`config.mk`:
```
export PLATFORM = sky130hd
export DESIGN_NAME = player_input_arbiter
export DESIGN_NICKNAME = d
export VERILOG_FILES = /design/src/rtl/player_input_arbiter_pkg.sv /design/src/rtl/button_sync.sv /design/src/rtl/player_input_arbiter.sv
export SDC_FILE = /design/constraint.sdc
export NUM_CORES = 1
export LEC_CHECK = 0
export ABC_AREA = 1
export CAP_MARGIN = 20
export CORE_MARGIN = 4
export CORE_UTILIZATION = 45
export DETAILED_ROUTE_END_ITERATION = 10
export PLACE_DENSITY = 0.78
export SYNTH_ARGS = -nofsm -noshare
export SYNTH_HDL_FRONTEND = slang
export SYNTH_HIERARCHICAL = 1
export SYNTH_SLANG_ARGS = --single-unit
```
`constraint.sdc`:
```
create_clock -name clk -period 3.45 [get_ports clk]
set_clock_uncertainty 0.15 [all_clocks]
set_input_delay 0.69 -clock clk [delete_from_list [all_inputs] [get_ports clk]]
set_output_delay 0.69 -clock clk [all_outputs]
set_load 0.02 [all_outputs]
```
`src/rtl/player_input_arbiter_pkg.sv`:
```
// Shared types and default register addresses for the player input arbiter.
package player_input_arbiter_pkg;

  typedef enum logic [1:0] {
    StIdle,
    StLocked,
    StCooldown
  } state_e;

  localparam int unsigned NumPlayers = 4;

  localparam logic [15:0] DefaultStatusAdr = 16'hC000;
  localparam logic [15:0] DefaultAckAdr    = 16'hC001;
  localparam logic [15:0] DefaultMaskAdr   = 16'hC002;

endpackage

```
`src/rtl/button_sync.sv`:
```
// One raw button: 2-flop synchronizer followed by a rising-edge detector.
// A button already held when reset releases must be seen low before it can
// produce a press, so an arm flop gates the edge output.
module button_sync (
  input  logic clk_i,
  input  logic rst_ni,
  input  logic btn_i,
  output logic press_o
);

  logic       sync1_q, sync1_d;
  logic       sync2_q, sync2_d;
  logic       prev_q, prev_d;
  logic       armed_q, armed_d;
  // Shifts in ones after reset; bit 1 set means sync2_q holds a real sample.
  logic [1:0] vld_q, vld_d;

  // Next-state for synchronizer, edge history and arming.
  always_comb begin
    sync1_d = btn_i;
    sync2_d = sync1_q;
    prev_d  = sync2_q;
    vld_d   = {vld_q[0], 1'b1};
    armed_d = armed_q | (vld_q[1] & ~sync2_q);
  end

  // State registers, all cleared by the asynchronous reset.
  always_ff @(posedge clk_i or negedge rst_ni) begin
    if (!rst_ni) begin
      sync1_q <= 1'b0;
      sync2_q <= 1'b0;
      prev_q  <= 1'b0;
      armed_q <= 1'b0;
      vld_q   <= 2'b00;
    end else begin
      sync1_q <= sync1_d;
      sync2_q <= sync2_d;
      prev_q  <= prev_d;
      armed_q <= armed_d;
      vld_q   <= vld_d;
    end
  end

  assign press_o = sync2_q & ~prev_q & armed_q;

endmodule

```
`src/rtl/player_input_arbiter.sv`:
```
// First-press arbiter for four player buttons with CPU-visible status,
// acknowledge and enable-mask registers plus a post-acknowledge lockout.
module player_input_arbiter
  import player_input_arbiter_pkg::*;
#(
  parameter logic [15:0] STATUS_ADR      = DefaultStatusAdr,
  parameter logic [15:0] ACK_ADR         = DefaultAckAdr,
  parameter logic [15:0] MASK_ADR        = DefaultMaskAdr,
  parameter int unsigned COOLDOWN_CYCLES = 16
) (
  input  logic        clk,
  input  logic        rst,
  input  logic [3:0]  btn,
  input  logic [15:0] player_data,
  input  logic        memread,
  input  logic        memwrite,
  input  logic [15:0] adr,
  input  logic [15:0] writedata,
  output logic [15:0] rdata,
  output logic        hit,
  output logic        locked,
  output logic [1:0]  first_player
);

  localparam logic [15:0] CntLoad = 16'(COOLDOWN_CYCLES - 1);

  state_e      state_q, state_d;
  logic [15:0] cnt_q, cnt_d;
  logic [1:0]  fp_q, fp_d;
  logic [3:0]  val_q, val_d;
  logic [1:0]  rr_q, rr_d;
  logic [3:0]  mask_q, mask_d;

  logic [NumPlayers-1:0] press;
  logic [NumPlayers-1:0] req;
  logic                  found;
  logic [1:0]            win;
  logic [1:0]            idx;
  logic                  ack_wr;
  logic                  mask_wr;
  logic                  unused_wd;

  assign unused_wd = ^writedata[15:4];

  for (genvar g = 0; g < NumPlayers; g++) begin : g_sync
    button_sync u_sync (
      .clk_i  (clk),
      .rst_ni (rst),
      .btn_i  (btn[g]),
      .press_o(press[g])
    );
  end

  // Round-robin pick among enabled presses, starting at rr_q and wrapping.
  always_comb begin
    req   = press & mask_q;
    found = 1'b0;
    win   = 2'd0;
    idx   = 2'd0;
    for (int k = 0; k < NumPlayers; k++) begin
      idx = rr_q + 2'(k);
      if (!found && req[idx]) begin
        found = 1'b1;
        win   = idx;
      end
    end
  end

  assign ack_wr  = memwrite && (adr == ACK_ADR);
  assign mask_wr = memwrite && (adr == MASK_ADR);

  // Next-state: FSM, cooldown counter, held winner and mask register.
  always_comb begin
    state_d = state_q;
    cnt_d   = cnt_q;
    fp_d    = fp_q;
    val_d   = val_q;
    rr_d    = rr_q;
    mask_d  = mask_q;

    if (mask_wr) begin
      mask_d = writedata[3:0];
    end

    unique case (state_q)
      StIdle: begin
        if (found) begin
          state_d = StLocked;
          fp_d    = win;
          val_d   = player_data[{win, 2'b00} +: 4];
          rr_d    = win + 2'd1;
        end
      end
      StLocked: begin
        // Winner fields are cleared on release so they read zero when unlocked.
        if (ack_wr) begin
          state_d = StCooldown;
          cnt_d   = CntLoad;
          fp_d    = 2'd0;
          val_d   = 4'd0;
        end
      end
      StCooldown: begin
        if (cnt_q == 16'd0) begin
          state_d = StIdle;
        end else begin
          cnt_d = cnt_q - 16'd1;
        end
      end
      default: begin
        state_d = StIdle;
      end
    endcase
  end

  // State registers with asynchronous active-low reset.
  always_ff @(posedge clk or negedge rst) begin
    if (!rst) begin
      state_q <= StIdle;
      cnt_q   <= 16'd0;
      fp_q    <= 2'd0;
      val_q   <= 4'd0;
      rr_q    <= 2'd0;
      mask_q  <= 4'hF;
    end else begin
      state_q <= state_d;
      cnt_q   <= cnt_d;
      fp_q    <= fp_d;
      val_q   <= val_d;
      rr_q    <= rr_d;
      mask_q  <= mask_d;
    end
  end

  assign locked       = (state_q == StLocked);
  assign first_player = fp_q;
  assign hit          = (adr == STATUS_ADR) || (adr == ACK_ADR) || (adr == MASK_ADR);

  // Combinational read mux for the status and mask registers.
  always_comb begin
    rdata = 16'h0000;
    if (memread && (adr == STATUS_ADR)) begin
      rdata = {locked, 9'b0, fp_q, val_q};
    end else if (memread && (adr == MASK_ADR)) begin
      rdata = {12'b0, mask_q};
    end
  end

endmodule

```
After elaboration in Yosys (flattened, before gate mapping) --
Index checks and enable logic that the tools add are counted. Widths: inputs -> output; s select.
Storage, ports and cells: bits in registers 54, bits of input ports 56, output and inout bits 20, logic and storage cells 121
Operators by class: add/sub/neg operators 5, $lt $le $gt $ge 4, equal/unequal tests 9, shifts and indexed selects 1, muxes and demuxes 31, bitwise logic cells 25, reduce and logical (&&, ||, !) cells 20
Operators with widths (count):
- $eq 16x16->1 const B | 3
- $mux 16 | 3
- $pmux 16 s2 | 1
- $mux 2 | 9
- $logic_not 16->1 | 1
- $shiftx 16x5->4 | 1
- $sub 16x1->16 const B | 1
- $and 1x1->1 | 12
- $lt 2x3->1 const B | 4
- $mux 4 | 3
- $reduce_and 3->1 | 3
- $bmux 1 s2 | 4
- $mux 1 | 8
- $not 1->1 | 8
- $pmux 4 s2 | 1
- $logic_and 1x1->1 | 7
- $ne 2x2->1 const B | 3
- $pmux 2 s3 | 1
- $add 2x1->2 const B | 2
- $add 2x2->2 const B | 2
- $and 4x4->4 | 1
- $or 1x1->1 | 4
- $pmux 2 s2 | 1
- $reduce_bool 2->1 | 2
- other kinds (7) | 10

Logic depth before layout (Yosys ltp) --
Gate-level depths: netlist of run 1.
depth after elaboration 19, mapped depth 15, depth with buffers taken out 15

Cells and area by module --
The synthesis of run 1 kept the hierarchy.
Modules (own cells, without submodules):
- player_input_arbiter | instances 1, cells an instance 334, area an instance 2396.0 um2, sequential area each 755.7 um2
- button_sync | instances 4, cells an instance 13, area an instance 178.9 um2, sequential area each 150.1 um2

Worst setup path before layout of run 1 --
OpenSTA, ideal clock, no wires.
path kind input to output, start input port adr[11], end output port rdata[15], arrival time 1.929 ns, required time 2.610 ns, setup slack 0.681 ns, cell stages on the path 7, path buffers 0, cells stage by stage nor2_1 > nand2_1 > nor4_4 > nand4_1 > nor2_1 > inv_1 > nor2_1
On the way: longest elaborated chain between the ends 3
RTL lines:
- from (decl) | line player_input_arbiter.sv:17 | input logic [15:0] adr,
- $eq 16x16->1 | line player_input_arbiter.sv:142 | if (memread && (adr == STATUS_ADR)) begin
- $logic_and 1x1->1 | line player_input_arbiter.sv:142
- $mux 16 | line player_input_arbiter.sv:142
- to (decl) | line player_input_arbiter.sv:19 | output logic [15:0] rdata,
No other way between the ends.

Worst setup path after layout of run 1 --
start input port adr[14], end output port hit
On the way: longest elaborated chain between the ends 3, elaborated cells on any way between the ends 5, those cells by class eq/ne (3); reduce/logical (2)
RTL lines:
- $eq 16x16->1 | line player_input_arbiter.sv:137 | assign hit = (adr == STATUS_ADR) || (adr == ACK_ADR) || (adr == MASK_ADR);
- $logic_or 1x1->1 | line player_input_arbiter.sv:137
- $logic_or 1x1->1 * | line player_input_arbiter.sv:137
- to (decl) | line player_input_arbiter.sv:20 | output logic hit,
Mark *: on every way between the ends. The rest lies on a longest branch, timed or not.

==> impl_metrics.env, run 1 <==
export IMPL_synthesis_area_per_instance_um2=8.06
export IMPL_final_nets=503
export IMPL_ir_drop_uv=278
export IMPL_die_width_um=91.2
export IMPL_grt_max_degree=55
export IMPL_yosysSeqAreaShare=0.436
export IMPL_std_cell_rows=30
export IMPL_max_slew_margin=0.563
export IMPL_stdcell_area_mm2=0.00380
export IMPL_power_combinational_fraction=0.414
export IMPL_critical_path_max_stage_delay_ns=0.59
export IMPL_start_kind="input pin"
export IMPL_synth_cell_types=37
export IMPL_synth_edf_count=0
export IMPL_number_of_placed_instances_taps_included=518
export IMPL_floorplan_die_height_um=91.2
export IMPL_ratio_of_cells_with_drive_above_1_in_the_final_layout=0.135
export IMPL_hp_class="flip-flop to flip-flop"
export IMPL_critPathKind="input pin to output port"
export IMPL_yosys_register_bits=54
export IMPL_power_density_mw_per_mm2=530
export IMPL_portBuffers=54
export IMPL_final_seq_area_mm2=0.00136
export IMPL_firstDrtPassIters=4
export IMPL_cts_made_buffers=5
export IMPL_detailed_place_area_mm2=0.00369
export IMPL_clock_insertion_delay_worst_skew_ns=0.30
export IMPL_seqPwrFrac=0.375
export IMPL_htree_levels=2
export IMPL_area_delta_synth_final_pct=22.3
export IMPL_cp_required_ns=2.61
export IMPL_groute_usage_overall=0.172
export IMPL_worst_path_buf_inv=4
export IMPL_critical_path_top_delay_family="buffers and inverters"
export IMPL_cell_area_after_technology_mapping_mm2=0.00311
export IMPL_outcome="finished clean"
export IMPL_dieArea_mm2=0.00831
export IMPL_multiInputGateArea_mm2=0.00154
export IMPL_grt_setup_unrepaired="no"
export IMPL_internal_power_w=0.00121
export IMPL_tritoncts="built"
export IMPL_synth_yosys_warnings=6
export IMPL_timing_worst_slew_pin_value_ns=0.656
export IMPL_critPathSlowestCell="clkdlybuf4s50_1"
export IMPL_ioPinCount=76
export IMPL_worstPathMaxFanout=3
export IMPL_layout_cells_most_common="nand2_1"
export IMPL_portion_of_the_clock_cycle_consumed_by_the_worst_path_in_the_final_layout=0.954
export IMPL_power_switching_share=0.402
export IMPL_arrival_ns=2.45
export IMPL_detail_route_antenna_nets=0
export IMPL_place_gp_congestion=0.884
export IMPL_average_via_count_per_standard_cell=5.06
export IMPL_floorplan_core_area_mm2=0.00676
export IMPL_hold_violations=0
export IMPL_wl_per_cell_um=12.8
export IMPL_final_cell_utilization_of_the_core=0.563
export IMPL_clock_power_share=0.211
export IMPL_fin_tns_setup_ns=0
export IMPL_timing_max_transition_violations_final=0
export IMPL_initial_core_util=0.461
export IMPL_ys_dominant_reg_cell="dfrtp_1"
export IMPL_timing_critical_path_cells="clkdlybuf4s50_1, nand2_1, nor4_4, buf_4, buf_4, nand3_2, nand2_1, clkdlybuf4s50_1"
export IMPL_route_final_wire_length_um=6720
export IMPL_layout_filler_cells=612
export IMPL_wire_length_of_the_first_global_routing_pass_um=11900
export IMPL_overflow=0
export IMPL_antenna_violations_before_repair=0
export IMPL_power_switching_w=0.000810
export IMPL_setup_slack_ns=0.159
export IMPL_dr_first_iter_drc_count=103
export IMPL_clkSlewWorstSetupHoldPaths_ns=0.10
export IMPL_instances_no_fill=526
export IMPL_mostFrequentLayoutCells="111 x nand2_1, 50 x dfrtp_1, 46 x clkdlybuf4s50_1, 40 x nor2_1, 39 x nand3_1"
export IMPL_synthCells=386
export IMPL_fmaxAchievable_mhz=304
export IMPL_ant_diodes=0
export IMPL_first_global_vias=2727
export IMPL_min_period_ns=3.29
export IMPL_clockRootBuffer="clkbuf_8"
export IMPL_tritoncts_num_sinks=54
export IMPL_setup_viol=0
export IMPL_cellLeakagePower_nw=1.88
export IMPL_post_cts_buffers=0
export IMPL_max_capacitance_violation_count=0
export IMPL_post_dp_hpwl_um=5140
export IMPL_async_reset_ff_frac=1.00
export IMPL_drc=0
export IMPL_clk_path_buf_depth=2
export IMPL_routed_via_count=2659
export IMPL_placement_setup_worst_slack_ns=-0.0937
export IMPL_critPathCaptureType="output port"
[cells in the mapped netlist, types with 2 or more instances]
library cell,count,share of area
buf_4,10,0.024
buf_6,4,0.014
conb_1,5,0.0060
dfrtp_1,50,0.40
dfstp_2,4,0.034
ha_1,2,0.0080
inv_1,24,0.029
mux2_2,4,0.014
nand2_1,111,0.13
nand2_2,13,0.026
nand2_4,3,0.011
nand3_1,39,0.063
nand3_2,4,0.013
nand3_4,4,0.023
nand3b_1,2,0.0048
nand4_1,15,0.030
nor2_1,41,0.049
nor2_2,6,0.012
nor3_1,6,0.0097
nor4_1,3,0.0060
o21ai_1,9,0.014
o22ai_1,2,0.0040
xnor2_1,7,0.020
xor2_1,5,0.014
[cells by family after synthesis]
logic type | synth area share
multiplexers | 0.0145
other | 0.00603
buffers and inverters | 0.0784
AND/OR/NAND/NOR | 0.399
adder cells (fa/ha/maj) | 0.00804
flip-flops | 0.436
XOR/XNOR | 0.0338
AO/OA/AOI/OAI | 0.0245
[timing repair]
| item | CTS | global route |
|---|---|---|
| pin swaps | 0 | 0 |
| endpoints found under the hold margin | 0 | 0 |
| hold buffers | 0 | 0 |
| gates resized for setup | 7 | 1 |
| setup endpoints to repair | 7 | 1 |
[final cells by class]
cell class / count / share of cell area
Multi-Input combinational cell: 296 / 0.406
Timing Repair Buffer: 60 / 0.150
Clock inverter: 3 / 0.0128
Tap cell: 80 / 0.0263
Inverter: 28 / 0.0303
Sequential cell: 54 / 0.356
Clock buffer: 5 / 0.0181
[power by group through the flow]
stage          sequential [W]  combinational, W  clock, W
3_3_place_gp         0.000767          0.000818         0
3_5_place_dp         0.000769          0.000836         0
6_report             0.000756          0.000834  0.000426
2_1_floorplan        0.000728          0.000692         0
5_1_grt              0.000766          0.000943  0.000473
4_1_cts              0.000756          0.000839  0.000446
[path summary, 6_finish.rpt]
| path | start | end | slack [ns] | cells after the start |
|---|---|---|---|---|
| min reg2reg | g_sync[3].u_sync/vld_q[0] | g_sync[3].u_sync/vld_q[1] | 0.19 | 0 |
| max | adr[14] | hit | 0.16 | 8 |
| max reg2reg | state_q[1] | cnt_q[15] | 1.14 | 6 |
| min | g_sync[3].u_sync/vld_q[0] | g_sync[3].u_sync/vld_q[1] | 0.19 | 0 |
| min in group asynchronous | rst | cnt_q[7] | 0.35 | 2 |
| max in group asynchronous | rst | g_sync[3].u_sync/vld_q[0] | 2.37 | 2 |
[metal layers]
metal | wire [µm] | track usage | share of wire
met2 | 3330 | 0.312 | 0.50
met1 | 2890 | 0.203 | 0.43
met3 | 387 | 0.0331 | 0.058
met5 | 0 | 0 | 0
met4 | 114 | 0.0540 | 0.017
[flip-flops by register name, indices dropped and copies added (netlist names), 4 cells and up]
| register | flops |
|---|---|
| cnt_q | 16 |
| g_sync.u_sync/vld_q | 8 |
| g_sync.u_sync/sync1_q | 4 |
| g_sync.u_sync/prev_q | 4 |
| g_sync.u_sync/prev_d | 4 |
| mask_q | 4 |
| val_q | 4 |
| g_sync.u_sync/armed_q | 4 |
[per-stage QoR]
step                      total power (W)  hold WS (ns)
final                             0.00202         0.193
after CTS                         0.00204         0.189
after global routing              0.00218         0.204
after floorplan                   0.00142         0.181
after global placement            0.00158         0.182
after detailed placement          0.00160         0.185
Note: power is estimated with default switching activity, not from simulation.
==> run 2, diff against run 1 <==
--- a/config.mk
+++ b/config.mk
@@ -8,9 +8,9 @@
 export ABC_AREA = 1
 export CAP_MARGIN = 20
 export CORE_MARGIN = 4
-export CORE_UTILIZATION = 45
+export CORE_UTILIZATION = 29
 export DETAILED_ROUTE_END_ITERATION = 10
-export PLACE_DENSITY = 0.78
+export PLACE_DENSITY = 0.56
 export SYNTH_ARGS = -nofsm -noshare
 export SYNTH_HDL_FRONTEND = slang
 export SYNTH_HIERARCHICAL = 1
==> impl_metrics.env, run 2 (synthesized netlist as in run 1, its figures left out) <==
export IMPL_max_slew_margin=0.620
export IMPL_power_switching_w=0.000822
export IMPL_floorplan_die_height_um=112
export IMPL_wire_length_of_the_first_global_routing_pass_um=12500
export IMPL_critical_path_max_stage_delay_ns=0.40
export IMPL_critical_path_most_common_cell="nand2_1"
export IMPL_tritoncts_num_sinks=54
export IMPL_clock_power_share=0.181
export IMPL_detailed_place_area_mm2=0.00377
export IMPL_worstPathMaxFanout=4
export IMPL_setup_viol=0
export IMPL_power_combinational_fraction=0.429
export IMPL_clkSlewWorstSetupHoldPaths_ns=0.11
export IMPL_internal_power_w=0.00113
export IMPL_initial_core_util=0.300
export IMPL_portion_of_the_clock_cycle_consumed_by_the_worst_path_in_the_final_layout=0.938
export IMPL_ir_drop_uv=190
export IMPL_routed_via_count=2655
export IMPL_clockRootBuffer="clkbuf_8"
export IMPL_hp_class="input pin to asynchronous set/reset pin"
export IMPL_hold_violations=0
export IMPL_final_seq_area_mm2=0.00136
export IMPL_worst_path_buf_inv=3
export IMPL_ioPinCount=76
export IMPL_max_capacitance_violation_count=0
export IMPL_critPathKind="input pin to output port"
export IMPL_multiInputGateArea_mm2=0.00154
export IMPL_floorplan_core_area_mm2=0.0104
export IMPL_start_kind="input pin"
export IMPL_timing_max_transition_violations_final=0
export IMPL_stdcell_area_mm2=0.00385
export IMPL_number_of_placed_instances_taps_included=575
export IMPL_grt_max_degree=37
export IMPL_dr_first_iter_drc_count=74
export IMPL_drc=0
export IMPL_grt_setup_unrepaired="no"
export IMPL_std_cell_rows=37
export IMPL_firstDrtPassIters=6
export IMPL_critical_path_top_delay_family="buffers and inverters"
export IMPL_largest_registers="cnt_q: 16 flops, g_sync.u_sync/vld_q: 8 flops"
export IMPL_critPathCaptureType="output port"
export IMPL_route_final_wire_length_um=7320
export IMPL_dieArea_mm2=0.0125
export IMPL_ant_diodes=0
export IMPL_final_hold_worst_slack_ns=0.144
export IMPL_ratio_of_cells_with_drive_above_1_in_the_final_layout=0.136
export IMPL_area_delta_synth_final_pct=23.7
export IMPL_critPathSlowestCell="clkdlybuf4s50_1"
export IMPL_average_via_count_per_standard_cell=4.55
export IMPL_fin_tns_setup_ns=0
export IMPL_final_nets=504
export IMPL_overflow=0
export IMPL_tritoncts="built"
export IMPL_wl_per_cell_um=12.6
export IMPL_post_cts_buffers=0
export IMPL_portBuffers=54
export IMPL_cp_required_ns=2.61
export IMPL_seqPwrFrac=0.389
export IMPL_instances_no_fill=583
export IMPL_top_register="cnt_q"
export IMPL_layout_filler_cells=1070
export IMPL_layout_cells_most_common="nand2_1"
export IMPL_outcome="finished clean"
export IMPL_clk_path_buf_depth=2
export IMPL_min_period_ns=3.24
export IMPL_arrival_ns=2.40
export IMPL_cellLeakagePower_nw=1.89
export IMPL_place_gp_congestion=0.849
export IMPL_detail_route_antenna_nets=0
export IMPL_power_density_mw_per_mm2=507
export IMPL_clock_insertion_delay_worst_skew_ns=0.31
export IMPL_timing_worst_slew_pin_value_ns=0.568
export IMPL_cts_made_buffers=5
export IMPL_power_switching_share=0.421
export IMPL_antenna_violations_before_repair=0
export IMPL_post_dp_hpwl_um=5620
export IMPL_largest_reg_flops=16
export IMPL_fmaxAchievable_mhz=309
export IMPL_die_width_um=112
export IMPL_groute_usage_overall=0.120
export IMPL_first_global_vias=2630
export IMPL_mostFrequentLayoutCells="111 x nand2_1, 50 x dfrtp_1, 45 x clkdlybuf4s50_1, 40 x nor2_1, 39 x nand3_1"
export IMPL_htree_levels=2
export IMPL_timing_critical_path_cells="clkdlybuf4s50_1, nor2_1, nand2_1, nor4_4, buf_4, nand4_1, nor2_2, nand3_1, nand2_1, dlygate4sd2_1"
==> run 2: layout make-up <==
cell class | count | share of cell area
flip-flops and latches | 54 | 0.352
clock inverters | 2 | 0.00357
multi-input cells | 296 | 0.401
repair buffers | 61 | 0.150
clock buffers | 6 | 0.0188
inverters | 28 | 0.0299
well taps | 136 | 0.0442
==> run 2: power by group through the flow <==
stage	sequential, W	clock (W)	combinational [W]
2_1_floorplan	0.000728	0	0.000692
3_3_place_gp	0.000771	0	0.000829
3_5_place_dp	0.000772	0	0.000842
4_1_cts	0.000760	0.000373	0.000847
5_1_grt	0.000769	0.000401	0.000945
6_report	0.000760	0.000353	0.000838
==> run 2: worst paths after layout <==
kind | startpoint | endpoint | slack (ns) | cells past startpoint
min | rst | cnt_q[10] | 0.14 | 1
min reg2reg | g_sync[0].u_sync/vld_q[0] | g_sync[0].u_sync/vld_q[1] | 0.20 | 0
max reg2reg | state_q[1] | cnt_q[15] | 1.21 | 6
min in group clk | g_sync[0].u_sync/vld_q[0] | g_sync[0].u_sync/vld_q[1] | 0.20 | 0
max in group asynchronous | rst | mask_q[1] | 2.16 | 2
max | adr[9] | rdata[1] | 0.21 | 10
==> run 2: per-stage QoR <==
stage / total power, W / setup slack [ns] / util
2_1_floorplan: 0.00142 / 0.681 / -
3_3_place_gp: 0.00160 / -0.100 / 0.364
3_5_place_dp: 0.00161 / -0.165 / 0.364
4_1_cts: 0.00198 / 0.0720 / 0.371
5_1_grt: 0.00212 / 0.0603 / 0.371
6_report: 0.00195 / 0.214 / 0.371
==> run 2: repair_timing <==
action	CTS	global route
hold buffers	0	0
gates resized for setup	7	4
pin swaps	0	0
endpoints found under the setup margin	7	5
==> run 2: layer usage <==
metal,track usage,part of all wire,vias up
met5,0,0,-
met4,0.0397,0.020,0
met3,0.0326,0.059,12
met2,0.194,0.46,72
met1,0.157,0.46,1227
li1,-,-,1344
